[src/rtl/pmp_pkg.sv]
// pmp_pkg: shared types and constants for the PMP CSR bank.
//   pmp_cfg_t    - one pmpcfg byte (L, reserved, A, X, W, R)
//   A_*          - address-matching mode encodings
//   PMP_*_BASE   - default CSR addresses of pmpcfg0 / pmpaddr0
//   csr_state_e  - handshake FSM states
package pmp_pkg;

  localparam logic [1:0] A_OFF   = 2'b00;
  localparam logic [1:0] A_TOR   = 2'b01;
  localparam logic [1:0] A_NA4   = 2'b10;
  localparam logic [1:0] A_NAPOT = 2'b11;

  localparam logic [11:0] PMP_CFG_BASE  = 12'h3A0;
  localparam logic [11:0] PMP_ADDR_BASE = 12'h3B0;

  typedef struct packed {
    logic       l;
    logic [1:0] rsvd;
    logic [1:0] a;
    logic       x;
    logic       w;
    logic       r;
  } pmp_cfg_t;

  typedef enum logic {
    IDLE = 1'b0,
    RESP = 1'b1
  } csr_state_e;

endpackage

[src/rtl/pmp_cfg_legalize.sv]
// pmp_cfg_legalize: combinational WARL filter for one pmpcfg byte.
//   old_byte - currently stored cfg byte
//   new_byte - byte from the CSR write data
//   cfg_byte - value to store
// Build option: PMP_NA4_EN - when defined, A=NA4 is accepted as written;
// otherwise a write of A=NA4 keeps the previous A field.
module pmp_cfg_legalize
  import pmp_pkg::*;
(
  input  logic [7:0] old_byte,
  input  logic [7:0] new_byte,
  output logic [7:0] cfg_byte
);

  pmp_cfg_t old_c;
  pmp_cfg_t new_c;
  pmp_cfg_t res_c;

  assign old_c    = old_byte;
  assign new_c    = new_byte;
  assign cfg_byte = res_c;

  always_comb begin
    res_c      = new_c;
    res_c.rsvd = 2'b00;
    // R=0/W=1 is a reserved permission combination: keep the old permissions
    if (!new_c.r && new_c.w) begin
      res_c.x = old_c.x;
      res_c.w = old_c.w;
      res_c.r = old_c.r;
    end
`ifdef PMP_NA4_EN
`else
    if (new_c.a == A_NA4) begin
      res_c.a = old_c.a;
    end
`endif
    // a locked entry is frozen until reset
    if (old_c.l) begin
      res_c = old_c;
    end
  end

endmodule

[src/rtl/pmp_csr_bank.sv]
// pmp_csr_bank: machine-mode PMP CSR register bank.
//   clk, rst_n            - clock, async active-low reset
//   csr_req_valid/ready   - request handshake
//   csr_we/addr/wdata     - request: write flag, CSR address, write data
//   csr_ack/rdata/err     - one-cycle response; err = address not in bank
//   pmp_cfg_o             - cfg byte i at [8i+7:8i]
//   pmp_addr_o            - pmpaddr i at [32i+31:32i]
// Build option: PMP_NA4_EN (see pmp_cfg_legalize).
//
// state | meaning
// IDLE  | ready for a request; writes commit on the accept edge
// RESP  | ack asserted with captured read data / error
module pmp_csr_bank
  import pmp_pkg::*;
#(
  parameter int          N_ENTRIES = 16,
  parameter logic [11:0] CFG_BASE  = PMP_CFG_BASE,
  parameter logic [11:0] ADDR_BASE = PMP_ADDR_BASE
) (
  input  logic                      clk,
  input  logic                      rst_n,
  input  logic                      csr_req_valid,
  output logic                      csr_req_ready,
  input  logic                      csr_we,
  input  logic [11:0]               csr_addr,
  input  logic [31:0]               csr_wdata,
  output logic                      csr_ack,
  output logic [31:0]               csr_rdata,
  output logic                      csr_err,
  output logic [8*N_ENTRIES-1:0]    pmp_cfg_o,
  output logic [32*N_ENTRIES-1:0]   pmp_addr_o
);

  localparam logic [11:0] N_CFG_REGS  = 12'(N_ENTRIES / 4);
  localparam logic [11:0] N_ADDR_REGS = 12'(N_ENTRIES);

  csr_state_e           state_q, state_d;
  pmp_cfg_t             cfg_q     [N_ENTRIES];
  logic [31:0]          addr_q    [N_ENTRIES];
  logic [7:0]           cfg_legal [N_ENTRIES];
  logic [N_ENTRIES-1:0] cfg_wr, addr_wr, addr_lock;
  logic [11:0]          cfg_off, addr_off;
  logic                 cfg_hit, addr_hit, accept;
  logic [31:0]          rd_val, rdata_q;
  logic                 err_q;

  assign accept   = (state_q == IDLE) && csr_req_valid;
  // unsigned wrap makes addresses below a base fall out of range
  assign cfg_off  = csr_addr - CFG_BASE;
  assign addr_off = csr_addr - ADDR_BASE;
  assign cfg_hit  = cfg_off < N_CFG_REGS;
  assign addr_hit = addr_off < N_ADDR_REGS;

  for (genvar i = 0; i < N_ENTRIES; i++) begin : g_entry
    pmp_cfg_legalize u_legalize (
      .old_byte (cfg_q[i]),
      .new_byte (csr_wdata[8*(i%4) +: 8]),
      .cfg_byte (cfg_legal[i])
    );

    // a locked TOR entry also protects the pmpaddr below it (its base)
    if (i + 1 < N_ENTRIES) begin : g_tor
      assign addr_lock[i] = cfg_q[i].l || (cfg_q[i+1].l && (cfg_q[i+1].a == A_TOR));
    end else begin : g_last
      assign addr_lock[i] = cfg_q[i].l;
    end

    assign cfg_wr[i]  = accept && csr_we && cfg_hit && (cfg_off == 12'(i / 4));
    assign addr_wr[i] = accept && csr_we && addr_hit && (addr_off == 12'(i)) && !addr_lock[i];

    assign pmp_cfg_o[8*i +: 8]   = cfg_q[i];
    assign pmp_addr_o[32*i +: 32] = addr_q[i];
  end

  always_comb begin
    rd_val = '0;
    for (int k = 0; k < N_ENTRIES; k++) begin
      if (cfg_hit && (cfg_off == 12'(k / 4))) begin
        rd_val[8*(k%4) +: 8] = cfg_q[k];
      end
      if (addr_hit && (addr_off == 12'(k))) begin
        rd_val = addr_q[k];
      end
    end
  end

  always_comb begin
    state_d       = state_q;
    csr_req_ready = 1'b0;
    csr_ack       = 1'b0;
    case (state_q)
      IDLE: begin
        csr_req_ready = 1'b1;
        if (csr_req_valid) begin
          state_d = RESP;
        end
      end
      RESP: begin
        csr_ack = 1'b1;
        state_d = IDLE;
      end
    endcase
  end

  assign csr_rdata = csr_ack ? rdata_q : '0;
  assign csr_err   = csr_ack & err_q;

  always_ff @(posedge clk or negedge rst_n) begin
    if (!rst_n) begin
      state_q <= IDLE;
      rdata_q <= '0;
      err_q   <= 1'b0;
      for (int k = 0; k < N_ENTRIES; k++) begin
        cfg_q[k]  <= '0;
        addr_q[k] <= '0;
      end
    end else begin
      state_q <= state_d;
      if (accept) begin
        // read data is taken from the pre-write state
        rdata_q <= rd_val;
        err_q   <= !(cfg_hit || addr_hit);
      end
      for (int k = 0; k < N_ENTRIES; k++) begin
        if (cfg_wr[k]) begin
          cfg_q[k] <= cfg_legal[k];
        end
        if (addr_wr[k]) begin
          addr_q[k] <= csr_wdata;
        end
      end
    end
  end

endmodule

[config.mk]
export PLATFORM = sky130hd
export DESIGN_NAME = pmp_csr_bank
export DESIGN_NICKNAME = d
export VERILOG_FILES = /design/src/rtl/pmp_pkg.sv /design/src/rtl/pmp_cfg_legalize.sv /design/src/rtl/pmp_csr_bank.sv
export SDC_FILE = /design/constraint.sdc
export NUM_CORES = 1
export LEC_CHECK = 0
export BUFFER_PORTS_ARGS = -buffer_cell sky130_fd_sc_hd__buf_4
export CORE_UTILIZATION = 40
export DETAILED_ROUTE_END_ITERATION = 10
export PLACE_DENSITY = 0.63
export RECOVER_POWER = 50
export SYNTH_ARGS = -nofsm -noshare
export SYNTH_HDL_FRONTEND = slang
export SYNTH_SLANG_ARGS = --single-unit
[constraint.sdc]
create_clock -name clk -period 6.3 [get_ports clk]
set_input_delay 1.26 -clock clk [delete_from_list [all_inputs] [get_ports clk]]
set_output_delay 1.26 -clock clk [all_outputs]
set_load 0.005 [all_outputs]
==> results.json <==
{
  "status": "finished with violations",
  "violations": "max-capacitance violations, max-slew violations",
  "drcViolationCount": 0,
  "synth_edf_count": 0,
  "synth-async-reset-ratio_pct": 100.0,
  "synth-xor-area-share_pct": 0,
  "finalMaxSlewViolations": 268,
  "cts_resized": 0,
  "min_from": "rdata_q[27]",
  "cpLargestDelayFamily": "simple AND/OR/NAND/NOR gates",
  "clock-sinks": 642,
  "holdWs_ns": 0.5189,
  "critical_path.max_stage_delay_ns": 0.97,
  "netlist_area_um2": 30750,
  "postRouteAntennaNets": 0,
  "coreArea_um2": 75950,
  "drt_iter0_markers": 3052,
  "path_cells": "buf_4 -> inv_1 -> ha_1 -> nor4bb_1 -> nand2_1 -> nor2_1 -> buf_4 -> a32o_1 -> nor4_1 -> o21ai_0 -> a21oi_1 -> o21ai_0",
  "start_util_pct": 40.48,
  "synth_compound_gate_area_share_pct": 11.77,
  "die_area_um2": 77980,
  "cp_max_fo": 9,
  "hold_depth": 2,
  "period_needed_ns": 4.855,
  "final-setup-viol-count": 0,
  "num_vias": 27180,
  "ir_drop_v": 0.0001506,
  "final_common_cell": "dfrtp_1",
  "syn_to_final_growth_pct": 27.14,
  "netlist_instances": 2602,
  "rr_worst_depth": 9,
  "grt_max_degree": 136,
  "synthMuxAreaShare_pct": 22.06,
  "cts_root_buffer": "clkbuf_16",
  "synth_fa_ha_area_share_pct": 0.08139,
  "final_cell_mix": "642 x dfrtp_1, 484 x mux2_2, 471 x buf_4",
  "drive_above_1_share_pct": 41.11,
  "yosys.cell_types.count": 83,
  "hold_viol_final": 0,
  "viasPerCell": 6.245,
  "cp-startpoint": "csr_addr[5]",
  "grt_pass1_wl_um": 212700,
  "die-width_um": 279.2,
  "fmax_mhz": 206.0,
  "reg2reg_to": "pmp_addr_o[500]",
  "grt_usage_pct": 38.56,
  "cp.depth": 12,
  "cts_tree": "done",
  "io_pins": 723,
  "holdPathEnd": "rdata_q[27]",
  "timing.final.crit_share_pct": 77.06,
  "slowest_stage": "nor4bb_1",
  "final_nets": 3317,
  "fin_skew_ns": 0.02174,
  "clock_latency_ns": 0.64,
  "dp_hpwl_um": 111700,
  "placed_area_um2": 37140,
  "wirelength_um": 152300,
  "p_leak_nw": 19.59,
  "avgRoutedWirePerCell_um": 35.00,
  "worst_slew_pin_slew_ns": 2.954,
  "cts_hold_buffers": 0,
  "ys_seq_area_share_pct": 52.25,
  "syn_avg_cell_area_um2": 11.82,
  "antenna_found_initial": 2,
  "yosys.area.top_type_share_pct": 52.25,
  "timing.slew.headroom_pct": -96.91,
  "fp.dieH_um": 279.2,
  "cap_violations": 4,
  "ys_ff_latch": 642,
  "synth_top_family_by_area": "multiplexers",
  "crit_arrival_ns": 5.40,
  "cp.required_ns": 6.84,
  "cp-start-kind": "primary input",
  "setup-tns-final_ns": 0,
  "synth_largest_area_cell": "dfrtp_1",
  "cp_num_buf_inv": 3,
  "clk_pin_slew_ns": 0.06,
  "yosysWarningCount": 0,
  "synth_ff_type": "dfrtp_1",
  "grt_overflow": 0,
  "endpoint_kind": "register",
  "hold_class": "register to register",
  "synth-simple-area-share_pct": 9.921,
  "htree_levels": 3,
  "rows": 101,
  "firstDrtPassIters": 6,
  "cts_buffers": 74,
  "clk_path_buf_depth": 3,
  "power.density_nw_per_um2": 232.6,
  "grt_pass1_vias": 26940,
  "reg2reg_setup_slack_ns": 2.17,
  "post_cts_buffers": 0,
  "grt_setup_unrepaired": "false",
  "gp_congestion": 0.9690,
  "fin_area_um2": 39090,
  "rr_startpoint": "state_q",
  "synth_area_leaders": "dfrtp_1 52%, mux2_2 18%, nand2_1 2.3%",
  "port_buffers": 690,
  "worstSetupPathType": "primary input to register"
}
[final cells by class]
type	count	area (um2)
fillers	6842	36860
flip-flops and latches	642	16070
multi-input cells	1739	13680
repair buffers	799	5558
clock buffers	97	2091
well taps	1030	1289
clock inverters	32	361.6
inverters	11	41.29
diodes	2	5.005
[Yosys cell counts, types with 6 or more instances]
library cell,instances
o22ai_1,43
a221oi_1,38
dfrtp_1,642
a221o_1,10
nor4_2,7
o2bb2ai_1,9
a22o_1,6
nor4_1,7
nor4_4,12
inv_1,10
mux4_2,15
o221ai_1,28
buf_4,38
and3_1,9
buf_1,15
a31oi_1,11
o211ai_1,13
a211oi_1,19
mux2_2,484
mux2i_1,28
nand2_1,185
o31ai_1,6
a22oi_1,36
a21oi_1,113
nor2_1,168
nand3_1,32
or3_1,20
a222oi_1,14
and3b_1,11
mux2_1,21
a21o_1,20
nor2b_1,10
nand4_1,20
o21ai_0,132
mux2_4,31
a211o_1,7
clkbuf_1,115
buf_2,70
nor3_1,25
nand2b_1,14
and2_1,38
[stage by stage]
step | utilization, % | std cells | power [mW] | setup slack [ns]
floorplan | - | 2633 | 4.424 | 2.786
global placement | 48.91 | 4221 | 4.707 | 1.068
CTS | 52.14 | 4350 | 9.113 | 1.745
finish | 51.47 | 4352 | 9.094 | 1.445
detailed placement | 48.91 | 4221 | 4.712 | 1.089
global route | 51.46 | 4350 | 9.288 | 1.016
[power breakdown]
part	internal (mW)	switching, mW	leakage, nW	total (mW)
combinational	0.107	0.374	9.48	0.481
clock	2.59	1.86	1.21	4.44
sequential	4.14	0.0247	8.91	4.17
total	6.84	2.26	19.6	9.09
[sequential cells by signal, indices dropped and copies added, names as in the netlist]
register,count
pmp_addr_o,512
err_q,1
rdata_q,32
pmp_cfg_o,96
state_q,1
[how the worst max path moves through the flow]
stage                      end  slack, ns
2_1_floorplan  pmp_addr_o[313]       2.79
3_3_place_gp        rdata_q[6]       1.07
3_5_place_dp        rdata_q[9]       1.09
4_1_cts             rdata_q[9]       1.74
5_1_grt        pmp_addr_o[372]       1.02
6_report           rdata_q[16]       1.45
[routing by layer]
layer  track usage, %  vias to the layer above  wire length [um]
li1                 -                    10870                 -
met5                0                        -                17
met3            10.02                      419             15950
met2            59.73                     1842             69030
met4            19.77                        2              9172
met1            49.73                    14040             58140
[worst reg2reg max path: stages, from the launching register on]
cell and delay (ns):
dfrtp_1 1.34, inv_1 0.20, nand2_2 0.16, inv_1 0.06, and2_0 0.16, buf_4 0.19, nand3_2 0.39, or3_2 0.67
buf_4 0.47, mux2_4 0.37
[cell families (layout without fill, tap and decap cells)]
family | Yosys count | count (layout)
compound gates | 542 | 542
fa+ha+maj | 2 | 2
buf+inv | 252 | 939
flops | 642 | 642
mux | 580 | 580
other cells | 1 | 34
simple gates | 583 | 583
No activity file was read; power rests on OpenSTA's default activity.
